[src/rtl/lcm_cfg_pkg.sv]
// Shared types and field positions for the LCD-controller register arbiter.
// The register word layout is {addr[5:0], 2'b00, value[7:0]}.
package lcm_cfg_pkg;

    typedef enum logic [2:0] {
        IDLE,
        ISSUE,
        WAIT,
        GAP,
        DONE
    } lcm_state_e;

    typedef logic [15:0] lcm_word_t;

    localparam int ADDR_MSB = 15;
    localparam int ADDR_LSB = 10;
    localparam int VAL_MSB  = 7;
    localparam int VAL_LSB  = 0;

    function automatic logic [5:0] word_addr(input lcm_word_t w);
        return w[ADDR_MSB:ADDR_LSB];
    endfunction

    function automatic logic [7:0] word_val(input lcm_word_t w);
        return w[VAL_MSB:VAL_LSB];
    endfunction

endpackage

[src/rtl/lcm_reg_arbiter_rr_pick.sv]
// Two-requester round-robin selector; i_ptr names the requester that
// wins when both ask at once.
module lcm_rr_pick (
    input  logic [1:0] i_req,
    input  logic       i_ptr,
    output logic       o_any,
    output logic       o_gnt
);

    assign o_any = |i_req;
    assign o_gnt = (&i_req) ? i_ptr : i_req[1];

endmodule

[src/rtl/lcm_reg_arbiter.sv]
// Two-port register-write arbiter in front of a serial LCD controller.
// Define LCM_ARB_RETRY_EN to build in NACK re-issue (up to MAX_RETRY).
module lcm_reg_arbiter
    import lcm_cfg_pkg::*;
#(
    parameter int MAX_RETRY = 3,
    parameter int TIMEOUT   = 4095
) (
    input  logic        iCLK,
    input  logic        iRST_N,
    input  logic        iREQ_0,
    input  logic        iREQ_1,
    input  logic [15:0] iDATA_0,
    input  logic [15:0] iDATA_1,
    output logic        oDONE_0,
    output logic        oDONE_1,
    output logic        oERR_0,
    output logic        oERR_1,
    output logic        oBUSY,
    output logic [15:0] oDATA,
    output logic        oSTR,
    input  logic        iRDY,
    input  logic        iACK
);

    localparam int TW = $clog2(TIMEOUT + 1);
    localparam logic [TW-1:0] TMAX = TW'(TIMEOUT);

    lcm_state_e    r_state;
    logic [TW-1:0] r_tcnt;
    logic          r_ptr;
    logic          r_gnt;

    logic          w_any;
    logic          w_pick;
    logic [TW:0]   w_tnext;
    logic          w_tmo;
    logic          w_err;
    logic          w_can_retry;
    lcm_word_t     w_word;

    lcm_rr_pick u_pick (
        .i_req ({iREQ_1, iREQ_0}),
        .i_ptr (r_ptr),
        .o_any (w_any),
        .o_gnt (w_pick)
    );

    assign w_word  = w_pick ? iDATA_1 : iDATA_0;
    assign w_tnext = {1'b0, r_tcnt} + {{TW{1'b0}}, 1'b1};
    assign w_tmo   = (w_tnext >= {1'b0, TMAX});
    assign w_err   = !(iRDY && iACK);

`ifdef LCM_ARB_RETRY_EN
    localparam int RW = (MAX_RETRY > 0) ? $clog2(MAX_RETRY + 1) : 1;
    localparam logic [RW-1:0] RMAX = RW'(MAX_RETRY);

    logic [RW-1:0] r_retry;

    assign w_can_retry = (r_retry < RMAX);
`else
    // No retry hardware: MAX_RETRY only matters in the retry build.
    assign w_can_retry = 1'b0 && (MAX_RETRY != 0);
`endif

    always_ff @(posedge iCLK or negedge iRST_N) begin
        if (!iRST_N) begin
            r_state <= IDLE;
            r_tcnt  <= '0;
            r_ptr   <= 1'b0;
            r_gnt   <= 1'b0;
            oDATA   <= '0;
            oSTR    <= 1'b0;
            oBUSY   <= 1'b0;
            oDONE_0 <= 1'b0;
            oDONE_1 <= 1'b0;
            oERR_0  <= 1'b0;
            oERR_1  <= 1'b0;
`ifdef LCM_ARB_RETRY_EN
            r_retry <= '0;
`endif
        end else begin
            unique case (r_state)
                IDLE: begin
                    if (w_any) begin
                        r_gnt   <= w_pick;
                        oDATA   <= w_word;
                        oBUSY   <= 1'b1;
                        r_state <= ISSUE;
                    end
                end
                ISSUE: begin
                    oSTR    <= 1'b1;
                    r_tcnt  <= '0;
                    r_state <= WAIT;
                end
                WAIT: begin
                    if (iRDY || w_tmo) begin
                        oSTR <= 1'b0;
                        if (iRDY && !iACK && w_can_retry) begin
`ifdef LCM_ARB_RETRY_EN
                            r_retry <= r_retry + RW'(1);
`endif
                            r_state <= GAP;
                        end else begin
                            oDONE_0 <= !r_gnt;
                            oDONE_1 <= r_gnt;
                            oERR_0  <= !r_gnt && w_err;
                            oERR_1  <= r_gnt && w_err;
                            r_state <= DONE;
                        end
                    end else begin
                        r_tcnt <= w_tnext[TW-1:0];
                    end
                end
                GAP: begin
                    // Re-raise on leaving GAP so the strobe gap is one cycle.
                    oSTR    <= 1'b1;
                    r_state <= ISSUE;
                end
                DONE: begin
                    oDONE_0 <= 1'b0;
                    oDONE_1 <= 1'b0;
                    oERR_0  <= 1'b0;
                    oERR_1  <= 1'b0;
                    oBUSY   <= 1'b0;
                    r_ptr   <= !r_gnt;
`ifdef LCM_ARB_RETRY_EN
                    r_retry <= '0;
`endif
                    r_state <= IDLE;
                end
                default: r_state <= IDLE;
            endcase
        end
    end

endmodule

[config.mk]
export PLATFORM = sky130hd
export DESIGN_NAME = lcm_reg_arbiter
export DESIGN_NICKNAME = d
export VERILOG_FILES = /design/src/rtl/lcm_cfg_pkg.sv /design/src/rtl/lcm_reg_arbiter_rr_pick.sv /design/src/rtl/lcm_reg_arbiter.sv
export SDC_FILE = /design/constraint.sdc
export NUM_CORES = 1
export LEC_CHECK = 0
export CAP_MARGIN = 0
export CORE_UTILIZATION = 46
export CTS_CLUSTER_SIZE = 8
export DETAILED_ROUTE_END_ITERATION = 12
export MAX_ROUTING_LAYER = met4
export PLACE_DENSITY = 0.86
export SYNTH_ARGS = -nofsm -noshare
export SYNTH_HDL_FRONTEND = slang
export SYNTH_SLANG_ARGS = --single-unit
export TNS_END_PERCENT = 1
[constraint.sdc]
create_clock -name iCLK -period 3.1 [get_ports iCLK]
set_input_delay 0.465 -clock iCLK [delete_from_list [all_inputs] [get_ports iCLK]]
set_output_delay 0.465 -clock iCLK [all_outputs]
set_load 0.05 [all_outputs]
After elaboration in Yosys (flattened, before gate mapping)

Cells that the tools add are included.

Bits in registers: 39
Input port bits: 38
Output and inout bits: 22
Logic and storage cells: 59

Add/sub/neg operators: 1
Magnitude comparators: 1
Equality and inequality tests: 7
Multiplexer cells: 19
Reductions and logical operators: 20

Operator list:

| cell                  | count |
|---|---|
| $pmux 12 s2           | 1 |
| $mux 16               | 1 |
| $reduce_and 2->1      | 7 |
| $add 12x1->13 const B | 1 |
| $ge 13x12->1 const B  | 1 |
| $mux 12               | 1 |
| $pmux 1 s2            | 6 |
| $pmux 3 s4            | 1 |
| $reduce_bool 2->1     | 4 |
| $mux 1                | 7 |
| $eq 3x2->1 const B    | 2 |
| $mux 3                | 2 |
| $ne 2x2->1 const B    | 2 |
| $reduce_or 2->1       | 2 |
| $eq 3x1->1 const B    | 1 |
| $eq 3x3->1 const B    | 1 |
| $logic_and 1x1->1     | 3 |
| $logic_not 3->1       | 1 |
| $logic_not 1->1       | 2 |
| $ne 2x1->1 const B    | 1 |
| $logic_or 1x1->1      | 1 |

Logic depth before layout (Yosys ltp)

Gate-level depths: netlist (run 1).

Depth in word-level cells: 5
Gate-level depth with buffers: 10
Depth with buffers taken out: 9

Hierarchy

A second synthesis (run 1) with hierarchy kept.

Cells, all modules: 218
Area, all modules: 2088.3 sq um

Modules (own cells, without submodules):

| module          | instances | cells an instance | area each (sq um) | sequential area each (sq um) |
|---|---|---|---|---|
| lcm_reg_arbiter | 1         | 215               | 2070.7            | 975.9 |
| lcm_rr_pick     | 1         | 3                 | 17.5              | 0.0 |

Worst setup path before layout (run 1)

OpenSTA, ideal clock, no wires.

Kind: register to register
Start: reg r_tcnt[0]
End: reg r_tcnt[9]
Library setup time: 0.126 ns
Arrival: 2.154 ns
Data required time: 2.974 ns
Setup slack: 0.820 ns
Cell stages (with the launch flop): 10
Buffers on the path: 1
Period minus slack after synthesis: 2.280 ns
Cells stage by stage: dfrtp_1 > inv_1 > ha_1 > o21ba_2 > nor4b_1 > o211ai_2 > o21ai_2 > buf_2 > nor3_1 > a221o_1

Word-level cells in the longest chain between the ends: 5
Elaborated cells between the ends (all ways): 7
Those cells by class: 1 x add/sub; 1 x order compare; 1 x eq/ne; 2 x mux; 2 x reduce/logical

Ends and longest elaborated chain:

| what                              | RTL line               | source |
|---|---|---|
| start, declared                   | lcm_reg_arbiter.sv:30  | `logic [TW-1:0] r_tcnt;` |
| start signal, assigned            | lcm_reg_arbiter.sv:113 | `r_tcnt <= w_tnext[TW-1:0];` |
| $add 12x1->13 (*)                 | lcm_reg_arbiter.sv:50  | `assign w_tnext = {1'b0, r_tcnt} + {{TW{1'b0}}, 1'b1};` |
| $ge 13x12->1                      | lcm_reg_arbiter.sv:51  | `assign w_tmo = (w_tnext >= {1'b0, TMAX});` |
| $logic_or 1x1->1                  | lcm_reg_arbiter.sv:98  | `if (iRDY \|\| w_tmo) begin` |
| $ne 2x2->1 (no source line)       | -                      |  |
| $reduce_and 2->1 (no source line) | -                      |  |

Mark *: on every way between the ends. The rest lies on a longest branch, timed or not. The select of a mux whose other input is x is not followed.
A chain may end at the register's enable or synchronous reset.

Worst setup path after layout (run 1)

Start: reg r_tcnt[0]
End: reg r_tcnt[11]

The elaborated chain is that of the path after synthesis.

==> metrics.md, run 1 <==
| Metric | Value |
|---|---|
| Post-route minimum period | approximately 2.8 ns |
| Top Metal Used | met4 |
| Clock Path Buffers | 2 |
| Layout fillers | between 300 and 400 |
| Post-layout nets | between 300 and 400 |
| Number of synthesized register bits | 39 |
| Reported max-cap violation count | 0 |
| Peak VDD IR | 0.716 mV |
| Max Clock Skew | ~0.0043 ns |
| Cell area after synthesis | about 0.0022 mm^2 |
| Total chip power | between 2 and 3 mW |
| GRT overflow | 0 |
| DRC violation count after routing | 0 |
| Post-route met1 wirelength | ~2.4 mm |
| Vias in the first global route | approximately 2000 |
| Wire length on met3 | 219 um |
| Starting Density | 0.477 |
| Count of yosys warnings during synthesis | 0 |
| Setup repair after global routing missed its margin | false |
| Static power due to leakage | about 1.2 nW |
| IO Port Bufs | between 50 and 60 |
| Die width | slightly above 70 um |
| Clock-pin slew on the worst setup and hold paths | 0.08 ns |
| Most numerous cell in the Yosys netlist | sky130_fd_sc_hd__dfrtp_1 |
| Top-Level Pins | 60 |
| Worst min-delay path class | primary input to asynchronous set/reset pin |
| Total half-perimeter wirelength after legalization and detailed placement | about 4 mm |
| Post-CTS Repair Setup Buffers | 0 |
| Hold_ws | between 0.2 and 0.3 ns |
| Average cell area after synthesis | roughly 9.6 um^2 |
| Worst setup slack for register-to-register paths | slightly below 0.3 ns |
| Final-report max-slew violation count | 0 |
| Die Ht | between 70 and 80 um |
| Hold buffer count at CTS | 0 |
| Max FO, Critical Path | 17 |
| Final Routed Wirelength | around 5.6 mm |
| Placer congestion estimate | between 0.9 and 1 |
| Type of the worst setup path | flip-flop to flip-flop |
| Ant. Diodes | 0 |
| Post-route cell area | roughly 0.0029 mm^2 |
| Leading cell types by count after synthesis | sky130_fd_sc_hd__dfrtp_1, sky130_fd_sc_hd__nor2_1, sky130_fd_sc_hd__a21oi_1 |
| Clock latency at the later pin of the worst-skew pair | roughly 0.29 ns |
| Top area cells in the synthesized netlist | sky130_fd_sc_hd__dfrtp_1, sky130_fd_sc_hd__mux2i_1, sky130_fd_sc_hd__nor2_1 |
| Share of the synthesized area in the top cell type | 0.436 |
| Placeable core area | between 0.004 and 0.005 mm^2 |
| Number of optimization iterations in the first detailed-route pass | 4 |
| Cell depth of the worst flop-to-flop path | 8 |
| FF-to-FF Start | r_tcnt[0]$_DFFE_PN0P_ |
| Number of clock sinks | 39 |
| Cell row count | 25 |
| Async S/R FF share, synth | 1.00 |
| Fraction of the core area covered by cells at the end of the flow | 0.623 |
| Synthesized instance count | around 230 |
| Critical Path Start Type | flip-flop |
| Wire length of the first global-routing pass | roughly 9.6 mm |
| Average routed wire per standard cell | around 17 um |
| Number of flops mapped to enable cells by yosys | 0 |
| Required time at the endpoint of the critical path | roughly 3.3 ns |
| Power Dens Cells | roughly 940 mW/mm^2 |
| Total die area | 0.00515 mm^2 |
| Area grow syn2layout | 30.6% |
| Area of the multi-input gates | about 0.0011 mm^2 |
| Number of distinct library cells after synthesis | 57 |
| Setup total negative slack | 0 ns |
| Initial drt markers | between 150 and 200 |
| Placed Area | roughly 0.0028 mm^2 |
| Proportion of synthesized chip area in sequential cells | 0.436 |
| Layout cell share with drive strength beyond 1 | 0.0979 |
| Routed via count divided by cell count | 5.91 |
| Initial antenna violation count | 0 |
| Num CTS Buffers | 5 |
| Endpoint of the lowest-slack register-to-register path | r_tcnt[11]$_DFFE_PN0P_ |
| Storage cell area | 976 um^2 |
| Run status | finished, final reports clean |
| Root cell of the clock tree | sky130_fd_sc_hd__clkbuf_8 |
| Top_reg_cell synth | sky130_fd_sc_hd__dfrtp_1 |
| Wire length on met2 | just under 3 mm |
| Number of vias in the routed layout | 2011 |
| Pin count of the biggest net entering global routing | 40 |
| Number of resized instances in the post-cts repair step | 0 |
| TritonCTS clock tree | yes |
| Overall Global Routing Usage | 0.249 |
| Routed Antenna Nets | 0 |
| Final hold violations | 0 |
| Period utilization | 0.905 |
| Slew of the pin with the lowest slew margin | approximately 0.85 ns |
| Nets in the synthesized netlist | 274 |
| Relative slew slack | 0.431 |
| Dominant cell type by area after synthesis | sky130_fd_sc_hd__dfrtp_1 |
| Critical Path Sink Type | flip-flop |
| Number of H-tree branching levels | 2 |
| Data arrival time of the critical path | approximately 3.0 ns |
| Fmax | about 0.36 GHz |
| Setup Viol. Count Final | 0 |
## state kept, by name, indices dropped and copies added, names as in the netlist
register	cells
oDONE_0	1
r_gnt	1
oBUSY	1
r_tcnt	12
oDATA	16
r_state	3
oDONE_1	1
oERR_1	1
r_ptr	1
oERR_0	1
oSTR	1
## critical path: stages (launching register included)
cell and delay (ns):
sky130_fd_sc_hd__dfrtp_1 0.42, sky130_fd_sc_hd__inv_1 0.10, sky130_fd_sc_hd__ha_1 0.32, sky130_fd_sc_hd__o21ba_2 0.21
sky130_fd_sc_hd__nor4b_1 0.35, sky130_fd_sc_hd__o211ai_2 0.16, sky130_fd_sc_hd__o21ai_2 0.57, sky130_fd_sc_hd__nor2_1 0.19
sky130_fd_sc_hd__a221o_1 0.38
## metrics by stage
stage               instances  setup slack (ns)
floorplan                 234             0.820
global placement          333             0.536
detailed placement        333             0.362
CTS                       340             0.344
global route              340            0.0916
finish                    340             0.293
## metal layers
layer,track usage,up-vias
met5,-,-
met4,0.0959,0
met3,0.0352,17
met2,0.409,59
met1,0.312,960
li1,-,975
## kinds of logic (layout without fill, tap and decap cells)
logic type	Yosys count	after routing	synth area share
AOI/OAI and AO/OA	69	69	0.225
xor gates and xnor gates	2	2	0.00783
adders and majority gates	2	2	0.0112
DFF	39	39	0.436
buffers and inverters	24	76	0.0576
and+or+nand+nor	82	82	0.191
muxes	16	16	0.0716
## how the worst max path moves through the flow
stage / from / slack [ns] / end / cells past startpoint
detailed placement: r_tcnt[0]$_DFFE_PN0P_ / 0.36 / r_tcnt[11]$_DFFE_PN0P_ / 8
CTS: r_tcnt[0]$_DFFE_PN0P_ / 0.34 / r_tcnt[11]$_DFFE_PN0P_ / 8
global route: r_tcnt[0]$_DFFE_PN0P_ / 0.09 / r_tcnt[11]$_DFFE_PN0P_ / 8
global placement: r_tcnt[0]$_DFFE_PN0P_ / 0.54 / r_tcnt[11]$_DFFE_PN0P_ / 8
finish: r_tcnt[0]$_DFFE_PN0P_ / 0.29 / r_tcnt[11]$_DFFE_PN0P_ / 8
floorplan: r_tcnt[0]$_DFFE_PN0P_ / 0.82 / r_tcnt[9]$_DFFE_PN0P_ / 9
## area by class of cell
type,instances,share of cell area
clock buffer,5,0.0235
multi-input combinational,171,0.391
inverter,8,0.0103
sequential,39,0.334
timing repair buffer,61,0.205
clock inverter,2,0.0128
tap,54,0.0231
## power by group
| part | total (mW) | internal (mW) | leakage [nW] | switching [mW] |
|---|---|---|---|---|
| registers | 0.877 | 0.698 | 0.473 | 0.179 |
| clock network | 0.418 | 0.235 | 0.0502 | 0.183 |
| logic | 1.45 | 0.503 | 0.703 | 0.948 |
## placed cells by master (no fill, tap or decap), types with 3 or more instances in the layout
master / Yosys / routed
sky130_fd_sc_hd__a21oi_1: 19 / 19
sky130_fd_sc_hd__o311ai_0: 3 / 3
sky130_fd_sc_hd__a221o_1: 3 / 3
sky130_fd_sc_hd__mux2i_1: 16 / 16
sky130_fd_sc_hd__o21ai_0: 8 / 8
sky130_fd_sc_hd__nand2_1: 15 / 15
sky130_fd_sc_hd__or4_1: 4 / 4
sky130_fd_sc_hd__clkbuf_8: 1 / 5
sky130_fd_sc_hd__a31oi_1: 3 / 3
sky130_fd_sc_hd__a21o_1: 4 / 4
sky130_fd_sc_hd__inv_1: 7 / 7
sky130_fd_sc_hd__nand4_1: 4 / 4
sky130_fd_sc_hd__nor2_1: 27 / 27
sky130_fd_sc_hd__dfrtp_1: 39 / 39
sky130_fd_sc_hd__clkdlybuf4s50_1: 0 / 58
sky130_fd_sc_hd__o211ai_1: 4 / 4
sky130_fd_sc_hd__o21ai_1: 4 / 3
sky130_fd_sc_hd__nor3_1: 7 / 7
sky130_fd_sc_hd__nand3_1: 5 / 5
No activity file was read; power rests on OpenSTA's default activity.
==> inputs of run 2 (changes only) <==
--- a/config.mk
+++ b/config.mk
@@ -9,6 +9,7 @@
 export CORE_UTILIZATION = 46
 export CTS_CLUSTER_SIZE = 8
 export DETAILED_ROUTE_END_ITERATION = 12
+export GPL_ROUTABILITY_DRIVEN = 1
 export MAX_ROUTING_LAYER = met4
 export PLACE_DENSITY = 0.86
 export SYNTH_ARGS = -nofsm -noshare
==> results of run 2 <==
Final layout, timing and power as in run 1 (identical DEF).
